<file path="src/rtl/map_collision_scanner_if.sv">
// rtl/map_collision_scanner_if.sv - move request and collision result bundle for map_collision_scanner
interface map_collision_scanner_if #(
  parameter int N_ENT = 16
);
  localparam int IW = $clog2(N_ENT);

  logic          start;
  logic [9:0]    box_x0;
  logic [9:0]    box_x1;
  logic [8:0]    box_y0;
  logic [8:0]    box_y1;
  logic [8:0]    foot_y_cur;
  logic [8:0]    foot_y_next;
  logic [9:0]    lead_x_cur;
  logic [9:0]    lead_x_next;
  logic          dir_left;

  logic          busy;
  logic          done;
  logic          land_hit;
  logic [8:0]    land_y;
  logic [IW-1:0] land_idx;
  logic          wall_hit;
  logic [9:0]    wall_x;
  logic [IW-1:0] wall_idx;

  modport master (
    output start, box_x0, box_x1, box_y0, box_y1,
           foot_y_cur, foot_y_next, lead_x_cur, lead_x_next, dir_left,
    input  busy, done, land_hit, land_y, land_idx, wall_hit, wall_x, wall_idx
  );

  modport slave (
    input  start, box_x0, box_x1, box_y0, box_y1,
           foot_y_cur, foot_y_next, lead_x_cur, lead_x_next, dir_left,
    output busy, done, land_hit, land_y, land_idx, wall_hit, wall_x, wall_idx
  );
endinterface

</file>
<file path="src/rtl/map_collision_scanner.sv">
// rtl/map_collision_scanner.sv - sequential ground/fence crossing search over packed level geometry
module map_collision_scanner #(
  parameter int N_ENT = 16
) (
  input  logic        Clk,
  input  logic        Reset,
  input  logic [28:0] info_ground [N_ENT],
  input  logic [28:0] info_fence  [N_ENT],
  map_collision_scanner_if.slave bus
);
  localparam int IW = $clog2(N_ENT);
  localparam logic [IW-1:0] LAST_IDX = IW'(N_ENT - 1);

  typedef enum logic [1:0] {
    IDLE,
    SCAN,
    DONE
  } state_t;

  state_t        state;
  logic [IW-1:0] idx;

  logic [9:0]    bx0, bx1;
  logic [8:0]    by0, by1;
  logic [8:0]    fyc, fyn;
  logic [9:0]    lxc, lxn;
  logic          dl;

  logic          acc_land_hit;
  logic [8:0]    acc_land_y;
  logic [IW-1:0] acc_land_idx;
  logic          acc_wall_hit;
  logic [9:0]    acc_wall_x;
  logic [IW-1:0] acc_wall_idx;

  logic          busy_q, done_q;
  logic          land_hit_q, wall_hit_q;
  logic [8:0]    land_y_q;
  logic [9:0]    wall_x_q;
  logic [IW-1:0] land_idx_q, wall_idx_q;

  logic [28:0]   g_ent, f_ent;
  logic [9:0]    g_x, g_len;
  logic [8:0]    g_y;
  logic [10:0]   g_end;
  logic          g_match, g_take;
  logic [8:0]    f_y;
  logic [9:0]    f_x, f_len, f_end;
  logic          f_span, f_match, f_take;

  logic          nxt_land_hit, nxt_wall_hit;
  logic [8:0]    nxt_land_y;
  logic [9:0]    nxt_wall_x;
  logic [IW-1:0] nxt_land_idx, nxt_wall_idx;

  // Map entries are static, so the current pair is read straight from the live inputs.
  always_comb begin
    g_ent   = info_ground[idx];
    g_x     = g_ent[9:0];
    g_y     = g_ent[18:10];
    g_len   = g_ent[28:19];
    g_end   = {1'b0, g_x} + {1'b0, g_len};
    g_match = (g_len != 10'd0) &&
              (bx1 >= g_x) &&
              ({1'b0, bx0} <= g_end) &&
              (fyc <= g_y) && (g_y <= fyn);
    g_take  = g_match && (!acc_land_hit || (g_y < acc_land_y));

    f_ent   = info_fence[idx];
    f_y     = f_ent[8:0];
    f_x     = f_ent[18:9];
    f_len   = f_ent[28:19];
    f_end   = {1'b0, f_y} + f_len;
    f_span  = dl ? ((lxn <= f_x) && (f_x <= lxc))
                 : ((lxc <= f_x) && (f_x <= lxn));
    f_match = (f_len != 10'd0) &&
              (by1 >= f_y) &&
              ({1'b0, by0} <= f_end) &&
              (lxc != lxn) && f_span;
    // The nearest fence in the direction of travel wins; ties keep the earlier index.
    f_take  = f_match && (!acc_wall_hit ||
                          (dl ? (f_x > acc_wall_x) : (f_x < acc_wall_x)));

    nxt_land_hit = acc_land_hit;
    nxt_land_y   = acc_land_y;
    nxt_land_idx = acc_land_idx;
    if (g_take) begin
      nxt_land_hit = 1'b1;
      nxt_land_y   = g_y;
      nxt_land_idx = idx;
    end

    nxt_wall_hit = acc_wall_hit;
    nxt_wall_x   = acc_wall_x;
    nxt_wall_idx = acc_wall_idx;
    if (f_take) begin
      nxt_wall_hit = 1'b1;
      nxt_wall_x   = f_x;
      nxt_wall_idx = idx;
    end
  end

  always_ff @(posedge Clk or negedge Reset) begin
    if (!Reset) begin
      state        <= IDLE;
      idx          <= '0;
      bx0          <= '0;
      bx1          <= '0;
      by0          <= '0;
      by1          <= '0;
      fyc          <= '0;
      fyn          <= '0;
      lxc          <= '0;
      lxn          <= '0;
      dl           <= 1'b0;
      acc_land_hit <= 1'b0;
      acc_land_y   <= '0;
      acc_land_idx <= '0;
      acc_wall_hit <= 1'b0;
      acc_wall_x   <= '0;
      acc_wall_idx <= '0;
      busy_q       <= 1'b0;
      done_q       <= 1'b0;
      land_hit_q   <= 1'b0;
      land_y_q     <= '0;
      land_idx_q   <= '0;
      wall_hit_q   <= 1'b0;
      wall_x_q     <= '0;
      wall_idx_q   <= '0;
    end else begin
      case (state)
        IDLE: begin
          done_q <= 1'b0;
          if (bus.start) begin
            bx0          <= bus.box_x0;
            bx1          <= bus.box_x1;
            by0          <= bus.box_y0;
            by1          <= bus.box_y1;
            fyc          <= bus.foot_y_cur;
            fyn          <= bus.foot_y_next;
            lxc          <= bus.lead_x_cur;
            lxn          <= bus.lead_x_next;
            dl           <= bus.dir_left;
            idx          <= '0;
            acc_land_hit <= 1'b0;
            acc_land_y   <= '0;
            acc_land_idx <= '0;
            acc_wall_hit <= 1'b0;
            acc_wall_x   <= '0;
            acc_wall_idx <= '0;
            busy_q       <= 1'b1;
            state        <= SCAN;
          end
        end
        SCAN: begin
          acc_land_hit <= nxt_land_hit;
          acc_land_y   <= nxt_land_y;
          acc_land_idx <= nxt_land_idx;
          acc_wall_hit <= nxt_wall_hit;
          acc_wall_x   <= nxt_wall_x;
          acc_wall_idx <= nxt_wall_idx;
          idx          <= idx + IW'(1);
          if (idx == LAST_IDX) begin
            // Results include the final entry, so load from the next-state values.
            land_hit_q <= nxt_land_hit;
            land_y_q   <= nxt_land_y;
            land_idx_q <= nxt_land_idx;
            wall_hit_q <= nxt_wall_hit;
            wall_x_q   <= nxt_wall_x;
            wall_idx_q <= nxt_wall_idx;
            busy_q     <= 1'b0;
            done_q     <= 1'b1;
            state      <= DONE;
          end
        end
        DONE: begin
          done_q <= 1'b0;
          state  <= IDLE;
        end
        default: begin
          busy_q <= 1'b0;
          done_q <= 1'b0;
          state  <= IDLE;
        end
      endcase
    end
  end

  assign bus.busy     = busy_q;
  assign bus.done     = done_q;
  assign bus.land_hit = land_hit_q;
  assign bus.land_y   = land_y_q;
  assign bus.land_idx = land_idx_q;
  assign bus.wall_hit = wall_hit_q;
  assign bus.wall_x   = wall_x_q;
  assign bus.wall_idx = wall_idx_q;
endmodule

</file>
<file path="src/flat_wrapper.sv">
// flat-port wrapper written by rule: the top's interface ports become plain ports
module map_collision_scanner_flat 
#(
  parameter int N_ENT = 16
)
  (Clk, Reset, info_ground, info_fence, bus_start, bus_box_x0, bus_box_x1, bus_box_y0, bus_box_y1, bus_foot_y_cur, bus_foot_y_next, bus_lead_x_cur, bus_lead_x_next, bus_dir_left, bus_busy, bus_done, bus_land_hit, bus_land_y, bus_land_idx, bus_wall_hit, bus_wall_x, bus_wall_idx);
  map_collision_scanner_if #(.N_ENT(N_ENT)) bus_i ();
  input  logic Clk;
  input  logic Reset;
  input  logic [28:0] info_ground[N_ENT];
  input  logic [28:0] info_fence[N_ENT];
  input wire logic [$bits(bus_i.start)-1:0] bus_start;
  input wire logic [$bits(bus_i.box_x0)-1:0] bus_box_x0;
  input wire logic [$bits(bus_i.box_x1)-1:0] bus_box_x1;
  input wire logic [$bits(bus_i.box_y0)-1:0] bus_box_y0;
  input wire logic [$bits(bus_i.box_y1)-1:0] bus_box_y1;
  input wire logic [$bits(bus_i.foot_y_cur)-1:0] bus_foot_y_cur;
  input wire logic [$bits(bus_i.foot_y_next)-1:0] bus_foot_y_next;
  input wire logic [$bits(bus_i.lead_x_cur)-1:0] bus_lead_x_cur;
  input wire logic [$bits(bus_i.lead_x_next)-1:0] bus_lead_x_next;
  input wire logic [$bits(bus_i.dir_left)-1:0] bus_dir_left;
  output wire logic [$bits(bus_i.busy)-1:0] bus_busy;
  output wire logic [$bits(bus_i.done)-1:0] bus_done;
  output wire logic [$bits(bus_i.land_hit)-1:0] bus_land_hit;
  output wire logic [$bits(bus_i.land_y)-1:0] bus_land_y;
  output wire logic [$bits(bus_i.land_idx)-1:0] bus_land_idx;
  output wire logic [$bits(bus_i.wall_hit)-1:0] bus_wall_hit;
  output wire logic [$bits(bus_i.wall_x)-1:0] bus_wall_x;
  output wire logic [$bits(bus_i.wall_idx)-1:0] bus_wall_idx;
  assign bus_i.start = bus_start;
  assign bus_i.box_x0 = bus_box_x0;
  assign bus_i.box_x1 = bus_box_x1;
  assign bus_i.box_y0 = bus_box_y0;
  assign bus_i.box_y1 = bus_box_y1;
  assign bus_i.foot_y_cur = bus_foot_y_cur;
  assign bus_i.foot_y_next = bus_foot_y_next;
  assign bus_i.lead_x_cur = bus_lead_x_cur;
  assign bus_i.lead_x_next = bus_lead_x_next;
  assign bus_i.dir_left = bus_dir_left;
  assign bus_busy = bus_i.busy;
  assign bus_done = bus_i.done;
  assign bus_land_hit = bus_i.land_hit;
  assign bus_land_y = bus_i.land_y;
  assign bus_land_idx = bus_i.land_idx;
  assign bus_wall_hit = bus_i.wall_hit;
  assign bus_wall_x = bus_i.wall_x;
  assign bus_wall_idx = bus_i.wall_idx;
  map_collision_scanner #(.N_ENT(N_ENT)) u_core (.Clk(Clk), .Reset(Reset), .info_ground(info_ground), .info_fence(info_fence), .bus(bus_i));
endmodule
</file>
<file path="config.mk">
export PLATFORM = sky130hd
export DESIGN_NAME = map_collision_scanner_flat
export DESIGN_NICKNAME = d
export VERILOG_FILES = /design/src/rtl/map_collision_scanner_if.sv /design/src/rtl/map_collision_scanner.sv /design/src/flat_wrapper.sv
export SDC_FILE = /design/constraint.sdc
export NUM_CORES = 1
export LEC_CHECK = 0
export ABC_CLOCK_PERIOD_IN_PS = 8400
export CORE_AREA = 2 2 401 403
export CTS_CLUSTER_DIAMETER = 150
export DETAILED_ROUTE_END_ITERATION = 8
export DIE_AREA = 0 0 403 405
export SETUP_SLACK_MARGIN = 0.15
export SLEW_MARGIN = 20
export SYNTH_ARGS = -nofsm -noshare
export SYNTH_HDL_FRONTEND = slang
export SYNTH_SLANG_ARGS = --single-unit
</file>
<file path="constraint.sdc">
create_clock -name Clk -period 8.4 [get_ports Clk]
set_input_delay 1.68 -clock Clk [delete_from_list [all_inputs] [get_ports Clk]]
set_output_delay 1.68 -clock Clk [all_outputs]
set_load 0.05 [all_outputs]
</file>
Yosys cells after proc, flatten, opt, wreduce, memory -nomap -nowiden

Cells that the tools add are included.

Register bits after elaboration: 143
Latch bits: 0
Memory bits (writable): 0
Bits in read-only memories: 0
Input bits: 1008
Output and inout bits: 31
Word-level logic and storage cells: 108
Memories kept: 0

Add/sub/neg operators: 3
Multiply operators: 0
Divide/modulo/power cells: 0
Order comparisons: 14
Equality and inequality tests: 6
Shifts and indexed selects: 0
Mux-type cells: 33
Bitwise gates (word level): 2
Reductions and logical operators: 25

Operator list:

| operator            | count |
|---|---|
| $bmux W29 S4        | 2 |
| $mux W29            | 4 |
| $le A10 B10 Y1      | 4 |
| $pmux W4 S2         | 3 |
| $mux W10            | 2 |
| $pmux W10 S2        | 1 |
| $reduce_bool A10 Y1 | 2 |
| $le A9 B9 Y1        | 2 |
| $mux W9             | 2 |
| $pmux W9 S2         | 1 |
| $logic_and A1 B1 Y1 | 12 |
| $mux W4             | 3 |
| $add A10 B10 Y11    | 1 |
| $le A10 B11 Y1      | 1 |
| $add A9 B10 Y10     | 1 |
| $ge A10 B10 Y1      | 1 |
| $gt A10 B10 Y1      | 1 |
| $le A9 B10 Y1       | 1 |
| $lt A10 B10 Y1      | 1 |
| $ne A10 B10 Y1      | 1 |
| $ge A9 B9 Y1        | 1 |
| $lt A9 B9 Y1        | 1 |
| $mux W1             | 9 |
| $reduce_and A2 Y1   | 4 |
| 18 further kinds    | 22 |

Depth between registers and ports, before layout

Gate-level depths: netlist of run 1.

Depth after elaboration: 12
Mapped depth: 30

Least setup slack after synthesis of run 1

OpenSTA, ideal clock, no wires.

Kind: register to register
Start: register u_core.idx[0]
End: register u_core.acc_land_idx[0]
Setup time: 0.121 ns
Arrival: 6.489 ns
Data required time: 8.279 ns
Path slack: 1.790 ns
Stages on the path, launching flop included: 28
Buffers on the path: 8
Clock period less this slack: 6.610 ns
Cells stage by stage: dfrtp_1 -> clkbuf_1 -> buf_4 -> buf_4 -> buf_4 -> buf_4 -> buf_4 -> buf_2 -> buf_2 -> mux4_2 -> mux4_2 -> ha_1 -> a21o_1 -> a21oi_1 -> o21bai_1 -> a21oi_1 -> o21bai_1 -> a21oi_1 -> xnor2_1 -> ha_1 -> nand2_1 -> or2_2 -> o31a_1 -> o21ai_0 -> o2111ai_1 -> nor4_4 -> mux2_2 -> a22o_1

Longest elaborated chain between the ends: 12

Ends and longest elaborated chain:

| element                                               | RTL line                                                 | RTL |
|---|---|---|
| start, declared                                       | map_collision_scanner.sv:21                              | `logic [IW-1:0] idx;` |
| start signal, assigned                                | map_collision_scanner.sv:162                             | `idx <= idx + IW'(1);` |
| $not A4 Y5 (not written as such)                      | map_collision_scanner.sv:58                              | `g_ent = info_ground[idx];` |
| $bmux W29 S4                                          | map_collision_scanner.sv:58                              |  |
| $mux W29 (not written as such) (2 in a row)           | map_collision_scanner.sv:58                              |  |
| $add A10 B10 Y11 (tied with other cells)              | map_collision_scanner.sv:62                              | `g_end = {1'b0, g_x} + {1'b0, g_len};` |
| $le A10 B11 Y1 or $logic_and A1 B1 Y1 (tied branches) | map_collision_scanner.sv:65, map_collision_scanner.sv:63 |  |
| $logic_and A1 B1 Y1                                   | map_collision_scanner.sv:64                              | `(bx1 >= g_x) &&` |
| $logic_and A1 B1 Y1                                   | map_collision_scanner.sv:65                              | `({1'b0, bx0} <= g_end) &&` |
| $logic_and A1 B1 Y1                                   | map_collision_scanner.sv:66                              | `(fyc <= g_y) && (g_y <= fyn);` |
| $logic_and A1 B1 Y1                                   | map_collision_scanner.sv:67                              | `g_take = g_match && (!acc_land_hit \|\| (g_y < acc_land_y));` |
| $mux W4 (*)                                           | map_collision_scanner.sv:87                              | `if (g_take) begin` |
| $pmux W4 S2 (*)                                       | map_collision_scanner.sv:131                             | `case (state)` |
| end signal, assigned                                  | map_collision_scanner.sv:158                             | `acc_land_idx <= nxt_land_idx;` |
| end, declared                                         | map_collision_scanner.sv:31                              | `logic [IW-1:0] acc_land_idx;` |

Every way passes the cells marked *; elsewhere a longest branch is shown, timed or not. The select of a mux whose other input is x is not followed.
A chain may end at the register's enable or synchronous reset.

Worst setup path in the final report of run 1

Start: input info_ground[49] in the netlist's numbering
End: register u_core.land_y_q[7], in the netlist u_core.bus.land_y[7]

Longest elaborated chain between the ends: 10

Ends and longest elaborated chain:

| element                                                 | RTL line                                                 | RTL |
|---|---|---|
| start, declared                                         | flat_wrapper.sv:10                                       | `input logic [28:0] info_ground[N_ENT];` |
| $bmux W29 S4 (*)                                        | map_collision_scanner.sv:58                              |  |
| $mux W29 (not written as such) (*) (2 in a row)         | map_collision_scanner.sv:58                              |  |
| $add A10 B10 Y11 or $reduce_bool A10 Y1 (tied branches) | map_collision_scanner.sv:62, map_collision_scanner.sv:63 |  |
| $le A10 B11 Y1 or $logic_and A1 B1 Y1 (tied branches)   | map_collision_scanner.sv:65, map_collision_scanner.sv:63 |  |
| $logic_and A1 B1 Y1 (*)                                 | map_collision_scanner.sv:64                              |  |
| $logic_and A1 B1 Y1 (*)                                 | map_collision_scanner.sv:65                              |  |
| $logic_and A1 B1 Y1 (*)                                 | map_collision_scanner.sv:66                              |  |
| $logic_and A1 B1 Y1 (*)                                 | map_collision_scanner.sv:67                              |  |
| $mux W9 (*)                                             | map_collision_scanner.sv:87                              |  |
| end signal, assigned                                    | map_collision_scanner.sv:166                             | `land_y_q <= nxt_land_y;` |
| end, declared                                           | map_collision_scanner.sv:38                              | `logic [8:0] land_y_q;` |

Marked as above.

==> results.sh, run 1 <==
export IMPL_pre_cts_ws_ns=0.3440
export IMPL_synthAdderAreaFrac_pct=8.986
export IMPL_ys_flop_type="dfrtp_1"
export IMPL_viasPerCell=3.894
export IMPL_clkTransAtPathRegs_ns=0.07
export IMPL_synth_area_um2=16320
export IMPL_grt_usage_pct=14.47
export IMPL_synth_distinct_cells=56
export IMPL_hold_viol=0
export IMPL_die_area_um2=163200
export IMPL_die_w_um=403
export IMPL_syn_num_nets=2473
export IMPL_numPlacedInstances=4408
export IMPL_hold_path_class="register to register"
export IMPL_place_hpwl_um=107400
export IMPL_slowest_delay_ns=0.66
export IMPL_async_reset_ff_share_pct=100.0
export IMPL_synthCells=1349
export IMPL_path_cells="clkdlybuf4s50_1 -> mux4_2 -> mux2i_1 -> buf_4 -> mux2i_1 -> ha_1 -> a21o_1 -> a21oi_1 -> o21bai_1 -> a21oi_1 -> o21bai_1 -> a21oi_1 -> o2111a_1 -> a211oi_1 -> ha_1 -> a211oi_1 -> o21ai_0 -> o21ai_0 -> o2111ai_1 -> nor4_4 -> buf_12 -> mux2i_1 -> o21ai_1"
export IMPL_setup_violations=0
export IMPL_vdd_drop_max_v=0.0002385
export IMPL_crit_start="info_ground[49]"
export IMPL_fmax_mhz=137.9
export IMPL_final_cells=4464
export IMPL_clock_sinks=143
export IMPL_required_ns=8.78
export IMPL_synthXorXnorAreaFrac_pct=1.288
export IMPL_cp_end_kind="register"
export IMPL_first_iter_violations=1174
export IMPL_slowest_stage="o21ai_0"
export IMPL_wl_per_cell_um=27.39
export IMPL_cts_resized=0
export IMPL_grt_pass1_wl_um=158200
export IMPL_antenna_found_initial=103
export IMPL_drv_slew=0
export IMPL_start_util_pct=10.24
export IMPL_worstHoldStart="u_core.bus.land_idx[2]"
export IMPL_critical_path_class="input port to register"
export IMPL_cts_hold_buf=0
export IMPL_status="complete, no violations"
export IMPL_setup_slack_ns=1.148
export IMPL_power_density_nw_per_um2=382.0
export IMPL_drc=0
export IMPL_fin_nets=3465
export IMPL_via_count=17380
export IMPL_maxCapViolCount=0
export IMPL_grt_max_degree=70
export IMPL_tightest_slew_ns=1.120
export IMPL_cp_max_fo=28
export IMPL_r2r_setup_slack_ns=1.37
export IMPL_cts_tree="built"
export IMPL_nFillCells=17510
export IMPL_synth_mux_area_share_pct=45.84
export IMPL_timing_rr_start="u_core.idx[0]"
export IMPL_overflow=0
export IMPL_cts_buffers=17
export IMPL_postCtsSetupBuffers=0
export IMPL_root_buffer="clkbuf_16"
export IMPL_synth_top_family_by_area="multiplexers"
export IMPL_synth_simple_area_share_pct=7.138
export IMPL_rsz0062_at_grt="no"
export IMPL_grt_pass1_vias=18150
export IMPL_port_buffers=1038
export IMPL_ant_nets=0
export IMPL_avgSynthCellArea_um2=12.10
export IMPL_totalWireLength_um=122200
export IMPL_finClkSkew_ns=0.03186
export IMPL_fp_dieH_um=405
export IMPL_final_min_clock_period_ns=7.252
export IMPL_firstDrtPassIters=7
export IMPL_setup_tns_ns=0
export IMPL_arrival_ns=7.63
export IMPL_dpl_instance_area_um2=29240
export IMPL_std_cell_rows=147
export IMPL_area_growth_pct=82.92
export IMPL_min_period_over_period_pct=86.34
export IMPL_slew_headroom_pct=25.35
export IMPL_p_leak_nw=10.85
export IMPL_htreeDepth=4
export IMPL_gp_congestion=0.9318
export IMPL_yosysSeqAreaShare_pct=21.93
export IMPL_drive_gt1_share_pct=19.00
export IMPL_yosys_warnings=0
export IMPL_cts_buffer_depth=2
export IMPL_core_um2=159300
export IMPL_io_pins=1039
export IMPL_worstSetupStartpointType="input port"
export IMPL_ys_seq_elements=143
export IMPL_clock_latency_ns=0.53
export IMPL_stdcell_area_um2=29850
export IMPL_synth_compound_area_share_pct=9.623
export IMPL_synth_enable_flop_cells=0
## critical path: cells and delay by family
family                   cells  cell delay (ns)
AO/OA/AOI/OAI               13             2.74
buffers and inverters        3             0.89
adder cells (fa/ha/maj)      2             0.55
AND/OR/NAND/NOR              1             0.65
multiplexers                 4             1.07
## per-stage QoR
step           total power, mW  hold slack (ns)  util [%]
6_report                 11.40           0.4717     18.74
5_1_grt                  12.43           0.4969     18.72
4_1_cts                  11.68           0.4801     18.70
3_5_place_dp             10.80           0.4631     18.36
3_3_place_gp             10.63           0.4545     18.36
2_1_floorplan            7.334           0.4794         -
## area by class of cell
class / instances / area, µm² / area share [%]
Timing Repair Buffer: 1081 / 10780 / 36.10
Clock inverter: 12 / 102.6 / 0.3437
Sequential cell: 143 / 3593 / 12.04
Tap cell: 2086 / 2610 / 8.744
Antenna cell: 25 / 62.56 / 0.2096
Multi-Input combinational cell: 1003 / 11900 / 39.88
Inverter: 95 / 356.6 / 1.195
Clock buffer: 19 / 442.9 / 1.484
## path summary, 6_finish.rpt
kind | end | depth (start not counted)
setup / recovery | u_core.bus.land_y[7] | 23
hold / removal | u_core.bus.land_idx[2] | 2
setup reg to reg | u_core.bus.land_y[7] | 21
hold reg to reg | u_core.bus.land_idx[2] | 2
max in group asynchronous | u_core.bx0[2] | 2
min in group asynchronous | u_core.bus.done | 1
## where the power goes
group | switching [mW] | internal [mW]
clock network | 0.411 | 0.391
logic | 5.05 | 4.08
registers | 0.461 | 1.01
## logic make-up after synthesis
family / Yosys count
AOI/OAI and AO/OA: 230
and+or+nand+nor: 240
adders and majority gates: 116
muxes: 393
DFF: 143
xor gates and xnor gates: 24
buffers and inverters: 203
## placed cells by master, fill, tap and decap left out, types with 17 or more instances in the layout
cell / Yosys / routed
clkbuf_16: 0 / 17
buf_4: 10 / 38
a31oi_1: 27 / 27
a21oi_1: 48 / 48
dfrtp_1: 143 / 139
o21ai_0: 27 / 25
nand2_1: 79 / 79
nand3_1: 21 / 21
clkdlybuf4s50_1: 0 / 1037
mux2i_1: 34 / 34
nor2_1: 52 / 52
nor2b_1: 20 / 19
mux2_2: 84 / 84
nand4_1: 25 / 25
a21o_1: 18 / 18
diode_2: 0 / 25
ha_1: 114 / 114
inv_1: 95 / 95
mux4_2: 274 / 274
## sequential cells by signal, summed over array words and instances, names as in the netlist, 10 cells and up
name and count:
u_core.acc_wall_x 10, u_core.bx0 10, u_core.lxn 10, u_core.bx1 10
u_core.lxc 10, u_core.bus.wall_x 10
## cell usage after synthesis, types with 21 or more instances
master | n | share of area [%]
a31oi_1 | 27 | 1.0
nor2_1 | 52 | 1.2
a21oi_1 | 48 | 1.5
buf_2 | 33 | 1.0
dfrtp_1 | 143 | 22
nand3_1 | 21 | 0.64
nand2_1 | 79 | 1.8
mux2i_1 | 34 | 2.1
o21ai_0 | 27 | 0.83
clkbuf_1 | 57 | 1.3
ha_1 | 114 | 8.7
mux4_2 | 274 | 38
inv_1 | 95 | 2.2
mux2_2 | 84 | 5.8
nand4_1 | 25 | 0.96
## layer usage
metal	routed length (µm)	part of all wire, %	track usage [%]	up-vias
li1	-	-	-	7462
met1	43130	35	15.13	8668
met5	401	0.33	0	-
met2	63000	52	26.36	953
met3	11010	9.0	5.459	241
met4	4713	3.9	4.994	60
Note: power is estimated with default switching activity, not from simulation.
==> run 2: changes to the inputs <==
==> constraint.sdc (replaced) <==
create_clock -name Clk -period 8.4 [get_ports Clk]
set_input_delay 2.1 -clock Clk [delete_from_list [all_inputs] [get_ports Clk]]
set_output_delay 2.1 -clock Clk [all_outputs]
set_load 0.05 [all_outputs]
==> results.sh, run 2 (synthesis results as in run 1) <==
export IMPL_status="complete, no violations"
export IMPL_setup_violations=0
export IMPL_final_util_pct=18.76
export IMPL_viasPerCell=3.892
export IMPL_timing_rr_start="u_core.idx[0]"
export IMPL_r2r_setup_slack_ns=1.64
export IMPL_path_cells="clkdlybuf4s50_1 -> mux4_2 -> mux2i_1 -> buf_4 -> mux2i_1 -> ha_1 -> a21o_1 -> a21oi_1 -> o21bai_1 -> a21oi_1 -> o21bai_1 -> a21oi_1 -> xnor2_1 -> ha_1 -> nand2_1 -> or2_2 -> o31a_1 -> o21ai_1 -> o2111ai_1 -> nor4_4 -> buf_12 -> mux2_2 -> a22o_1"
export IMPL_grt_pass1_vias=18160
export IMPL_grt_usage_pct=14.46
export IMPL_grt_max_degree=58
export IMPL_root_buffer="clkbuf_16"
export IMPL_stdcell_area_um2=29890
export IMPL_nFillCells=17490
export IMPL_cts_resized=0
export IMPL_tightest_slew_ns=1.078
export IMPL_via_count=17430
export IMPL_worstSetupStartpointType="input port"
export IMPL_dpl_instance_area_um2=29250
export IMPL_layout_commonest_cell="clkdlybuf4s50_1"
export IMPL_cts_tree="built"
export IMPL_totalWireLength_um=122200
export IMPL_crit_start="info_ground[49]"
export IMPL_port_buffers=1038
export IMPL_vdd_drop_max_v=0.0002752
export IMPL_critical_path_class="input port to register"
export IMPL_std_cell_rows=147
export IMPL_finClkSkew_ns=0.01993
export IMPL_ant_nets=0
export IMPL_core_um2=159300
export IMPL_maxCapViolCount=0
export IMPL_die_w_um=403
export IMPL_layout_common_cells="clkdlybuf4s50_1 (1037), mux4_2 (274), dfrtp_1 (139)"
export IMPL_cp_end_kind="register"
export IMPL_antenna_found_initial=106
export IMPL_place_hpwl_um=106900
export IMPL_slowest_delay_ns=0.51
export IMPL_hold_path_class="register to register"
export IMPL_fp_dieH_um=405
export IMPL_slowest_stage="mux4_2"
export IMPL_fin_nets=3465
export IMPL_power_mw=11.50
export IMPL_whs_ns=0.4742
export IMPL_arrival_ns=7.94
export IMPL_overflow=0
export IMPL_cp_max_fo=35
export IMPL_worstHoldStart="u_core.bus.land_idx[2]"
export IMPL_htreeDepth=4
export IMPL_wl_per_cell_um=27.29
export IMPL_die_area_um2=163200
export IMPL_clock_sinks=143
export IMPL_postCtsSetupBuffers=0
export IMPL_area_growth_pct=83.15
export IMPL_fmax_mhz=132.8
export IMPL_first_iter_violations=1096
export IMPL_drc=0
export IMPL_area_sequential_um2=3593
export IMPL_io_pins=1039
export IMPL_cts_buffers=17
export IMPL_cts_buffer_depth=2
export IMPL_crit_top_cell="a21oi_1"
export IMPL_slew_headroom_pct=28.11
export IMPL_hold_viol=0
export IMPL_min_period_over_period_pct=89.66
export IMPL_final_min_clock_period_ns=7.531
export IMPL_firstDrtPassIters=7
export IMPL_p_leak_nw=10.84
export IMPL_power_density_nw_per_um2=384.7
export IMPL_clock_latency_ns=0.53
export IMPL_drive_gt1_share_pct=18.95
export IMPL_cts_hold_buf=0
export IMPL_required_ns=8.80
export IMPL_clkTransAtPathRegs_ns=0.07
export IMPL_rsz0062_at_grt="no"
export IMPL_gp_congestion=0.9213
export IMPL_drv_slew=0
export IMPL_start_util_pct=10.24
export IMPL_grt_pass1_wl_um=158000
export IMPL_multi_input_area_um2=11900
run 2: changes by cell type in the layout (fill, tap and decap cells not counted), sizes merged:
cell      delta
diode       +15
clkinv       -1
inv          +1
clkinvlp     +1
clkbuf       -1
run 2: area by class of cell:
class / instances / area share [%]
timing repair buffer: 1081 / 36.10
clock inverter: 13 / 0.3559
sequential: 143 / 12.02
antenna: 40 / 0.3349
clock buffer: 18 / 1.436
multi-input combinational: 1003 / 39.82
inverter: 95 / 1.193
tap: 2086 / 8.733
run 2: final timing paths:
kind | endpoint | cells past startpoint
max | u_core.acc_land_idx[0] | 23
min | u_core.bus.land_idx[2] | 2
max reg2reg | u_core.acc_land_idx[0] | 21
min reg2reg | u_core.bus.land_idx[2] | 2
max in group asynchronous | u_core.by1[7] | 2
min in group asynchronous | u_core.bus.done | 1
run 2: stage by stage:
step / setup TNS (ns) / setup slack (ns) / std cells
global route: 0 / 0.6535 / 4463
detailed placement: 0 / 0.2881 / 4408
global placement: -0.08803 / -0.02341 / 4408
floorplan: 0 / 1.790 / 1349
finish: 0 / 0.8686 / 4479
CTS: 0 / 0.8194 / 4439
run 2: per-layer routing:
layer | up-vias | track usage, % | part of all wire (%)
li1 | 7477 | - | -
met1 | 8781 | 15.08 | 36
met2 | 922 | 26.47 | 52
met3 | 203 | 5.329 | 8.7
met4 | 48 | 4.856 | 3.1
met5 | - | 0.6542 | 0.25
run 2: power by group:
group          internal (mW)  switching, mW  leakage [nW]
Combinational           4.11           5.12          8.87
Sequential              1.01          0.459          1.71
Clock                  0.382          0.422         0.254
run 2: critical path: cells and delay by family:
kind,cells,cell delay (ns)
AO/OA/AOI/OAI,10,2.20
multiplexers,4,1.33
XOR/XNOR,1,0.13
buffers and inverters,3,0.91
adder cells (fa/ha/maj),2,0.60
AND/OR/NAND/NOR,3,0.60
==> run 3: changes to the inputs <==
ABC_AREA = 1   (was default)
CORE_AREA = 2 2 409 411   (was 2 2 401 403)
DIE_AREA = 0 0 411 413   (was 0 0 403 405)
==> results.sh, run 3 <==
export IMPL_final_min_clock_period_ns=7.186
export IMPL_final_util_pct=18.75
export IMPL_core_um2=165900
export IMPL_setup_violations=0
export IMPL_postCtsSetupBuffers=0
export IMPL_viasPerCell=4.165
export IMPL_via_count=25380
export IMPL_cp_max_fo=13
export IMPL_critical_path_class="input port to register"
export IMPL_drc=0
export IMPL_place_hpwl_um=125100
export IMPL_synth_compound_area_share_pct=25.21
export IMPL_clkTransAtPathRegs_ns=0.07
export IMPL_crit_top_cell="nand2_1"
export IMPL_overflow=0
export IMPL_grt_usage_pct=16.69
export IMPL_cp_end_kind="register"
export IMPL_vdd_drop_max_v=0.0003713
export IMPL_gp_congestion=0.9430
export IMPL_pre_cts_ws_ns=0.6210
export IMPL_syn_num_nets=4097
export IMPL_io_pins=1039
export IMPL_htreeDepth=4
export IMPL_synth_distinct_cells=41
export IMPL_synth_top_area_cell="dfrtp_1"
export IMPL_synthAdderAreaFrac_pct=8.200
export IMPL_layout_common_cells="clkdlybuf4s50_1 (1037), nand2_1 (692), nor2_1 (504)"
export IMPL_clock_sinks=143
export IMPL_p_leak_nw=12.84
export IMPL_worstSetupStartpointType="input port"
export IMPL_async_reset_ff_share_pct=100.0
export IMPL_dpl_instance_area_um2=30470
export IMPL_hold_path_class="register to register"
export IMPL_synth_area_um2=17880
export IMPL_slowest_stage="o221ai_1"
export IMPL_synth_mux_area_share_pct=0
export IMPL_rsz0062_at_grt="no"
export IMPL_critPathBufInv=4
export IMPL_ys_seq_elements=143
export IMPL_grt_max_degree=117
export IMPL_clock_latency_ns=0.48
export IMPL_fp_dieH_um=413
export IMPL_synthXorXnorAreaFrac_pct=1.028
export IMPL_totalWireLength_um=150100
export IMPL_yosys_warnings=0
export IMPL_synth_top_area_share_pct=20.01
export IMPL_area_sequential_um2=3593
export IMPL_hold_viol=0
export IMPL_cts_buffer_depth=2
export IMPL_tightest_slew_ns=1.219
export IMPL_required_ns=8.82
export IMPL_cts_tree="built"
export IMPL_first_iter_violations=2222
export IMPL_finClkSkew_ns=0.02160
export IMPL_die_w_um=411
export IMPL_path_depth=27
export IMPL_drv_slew=0
export IMPL_wl_per_cell_um=24.63
export IMPL_power_density_nw_per_um2=411.8
export IMPL_antenna_found_initial=86
export IMPL_synth_top_family_by_area="simple AND/OR/NAND/NOR gates"
export IMPL_synth_most_common_cell="nand2_1"
export IMPL_ys_top_cells_by_count="nand2_1 (692), nor2_1 (508), o21ai_0 (425)"
export IMPL_setup_tns_ns=0
export IMPL_slew_headroom_pct=17.91
export IMPL_drive_gt1_share_pct=3.695
export IMPL_fin_nets=4981
export IMPL_grt_pass1_wl_um=196000
export IMPL_std_cell_rows=150
export IMPL_hold_depth=2
export IMPL_arrival_ns=7.61
export IMPL_die_area_um2=169700
export IMPL_fmax_mhz=139.2
export IMPL_cts_resized=0
export IMPL_nFillCells=18880
export IMPL_port_buffers=1038
export IMPL_cts_buffers=17
export IMPL_ant_nets=0
export IMPL_layout_commonest_cell="clkdlybuf4s50_1"
export IMPL_grt_pass1_vias=24260
export IMPL_firstDrtPassIters=6
export IMPL_synthTopCellsByArea="dfrtp_1 (20%), nand2_1 (15%), o21ai_0 (12%)"
export IMPL_stdcell_area_um2=31100
export IMPL_avgSynthCellArea_um2=6.015
export IMPL_area_growth_pct=73.92
export IMPL_start_util_pct=10.78
export IMPL_maxCapViolCount=0
export IMPL_crit_family="simple AND/OR/NAND/NOR gates"
export IMPL_cts_hold_buf=0
export IMPL_synthCells=2973
export IMPL_r2r_cells=32
export IMPL_synth_simple_area_share_pct=34.47
export IMPL_synth_enable_flop_cells=0
export IMPL_min_period_over_period_pct=85.55
export IMPL_setup_slack_ns=1.214
export IMPL_ys_flop_type="dfrtp_1"
export IMPL_root_buffer="clkbuf_16"
export IMPL_status="complete, no violations"
export IMPL_yosysSeqAreaShare_pct=20.01
export IMPL_slowest_delay_ns=0.84
export IMPL_multi_input_area_um2=12340
run 3: layout make-up:
class,count,share of cell area [%]
Timing Repair Buffer,1093,35.18
Clock inverter,15,0.5029
Sequential cell,143,11.55
Tap cell,2204,8.866
Clock buffer,17,1.368
Inverter,217,2.691
Antenna cell,21,0.1690
Multi-Input combinational cell,2385,39.67
run 3: kinds of logic (layout without fill, tap and decap cells):
group / after synthesis / in the layout
and+or+nand+nor: 1497 / 1497
other: 0 / 21
xor gates and xnor gates: 21 / 21
adders and majority gates: 116 / 116
AOI/OAI and AO/OA: 751 / 751
DFF: 143 / 143
buffers and inverters: 445 / 1342
run 3: tightest hold or removal path, stage by stage, from the launching register on:
cell	delay, ns
dfrtp_1	0.35
nand2_1	0.05
nand2_1	0.05
run 3: power breakdown:
group          switching [mW]  internal, mW
clock                   0.364         0.418
sequential              0.334          1.02
combinational            7.23          3.45
run 3: layer usage:
metal / routed length, µm / share of wire (%) / GRT usage, % / vias up
met5: 302 / 0.20 / 0 / -
met4: 5251 / 3.5 / 5.924 / 50
met3: 12790 / 8.5 / 4.929 / 253
met2: 71620 / 48 / 28.42 / 1252
met1: 60170 / 40 / 19.80 / 11950
li1: - / - / - / 11880
run 3: final timing paths:
check | startpoint | to | slack, ns
setup / recovery | info_ground[174] | u_core.acc_land_y[2] | 1.21
hold / removal | u_core.bus.wall_idx[2] | u_core.bus.wall_idx[2] | 0.48
setup reg to reg | u_core.idx[0] | u_core.acc_land_y[2] | 1.81
hold reg to reg | u_core.bus.wall_idx[2] | u_core.bus.wall_idx[2] | 0.48
max in group asynchronous | Reset | u_core.by1[1] | 5.41
min in group asynchronous | Reset | u_core.idx[2] | 1.75
run 3: metrics by stage:
step	instances	hold slack [ns]	total power, mW
global placement	6042	0.4639	12.06
floorplan	2973	0.4483	7.863
finish	6095	0.4817	12.81
global route	6088	0.4951	14.16
CTS	6074	0.4854	13.06
detailed placement	6042	0.4654	12.19
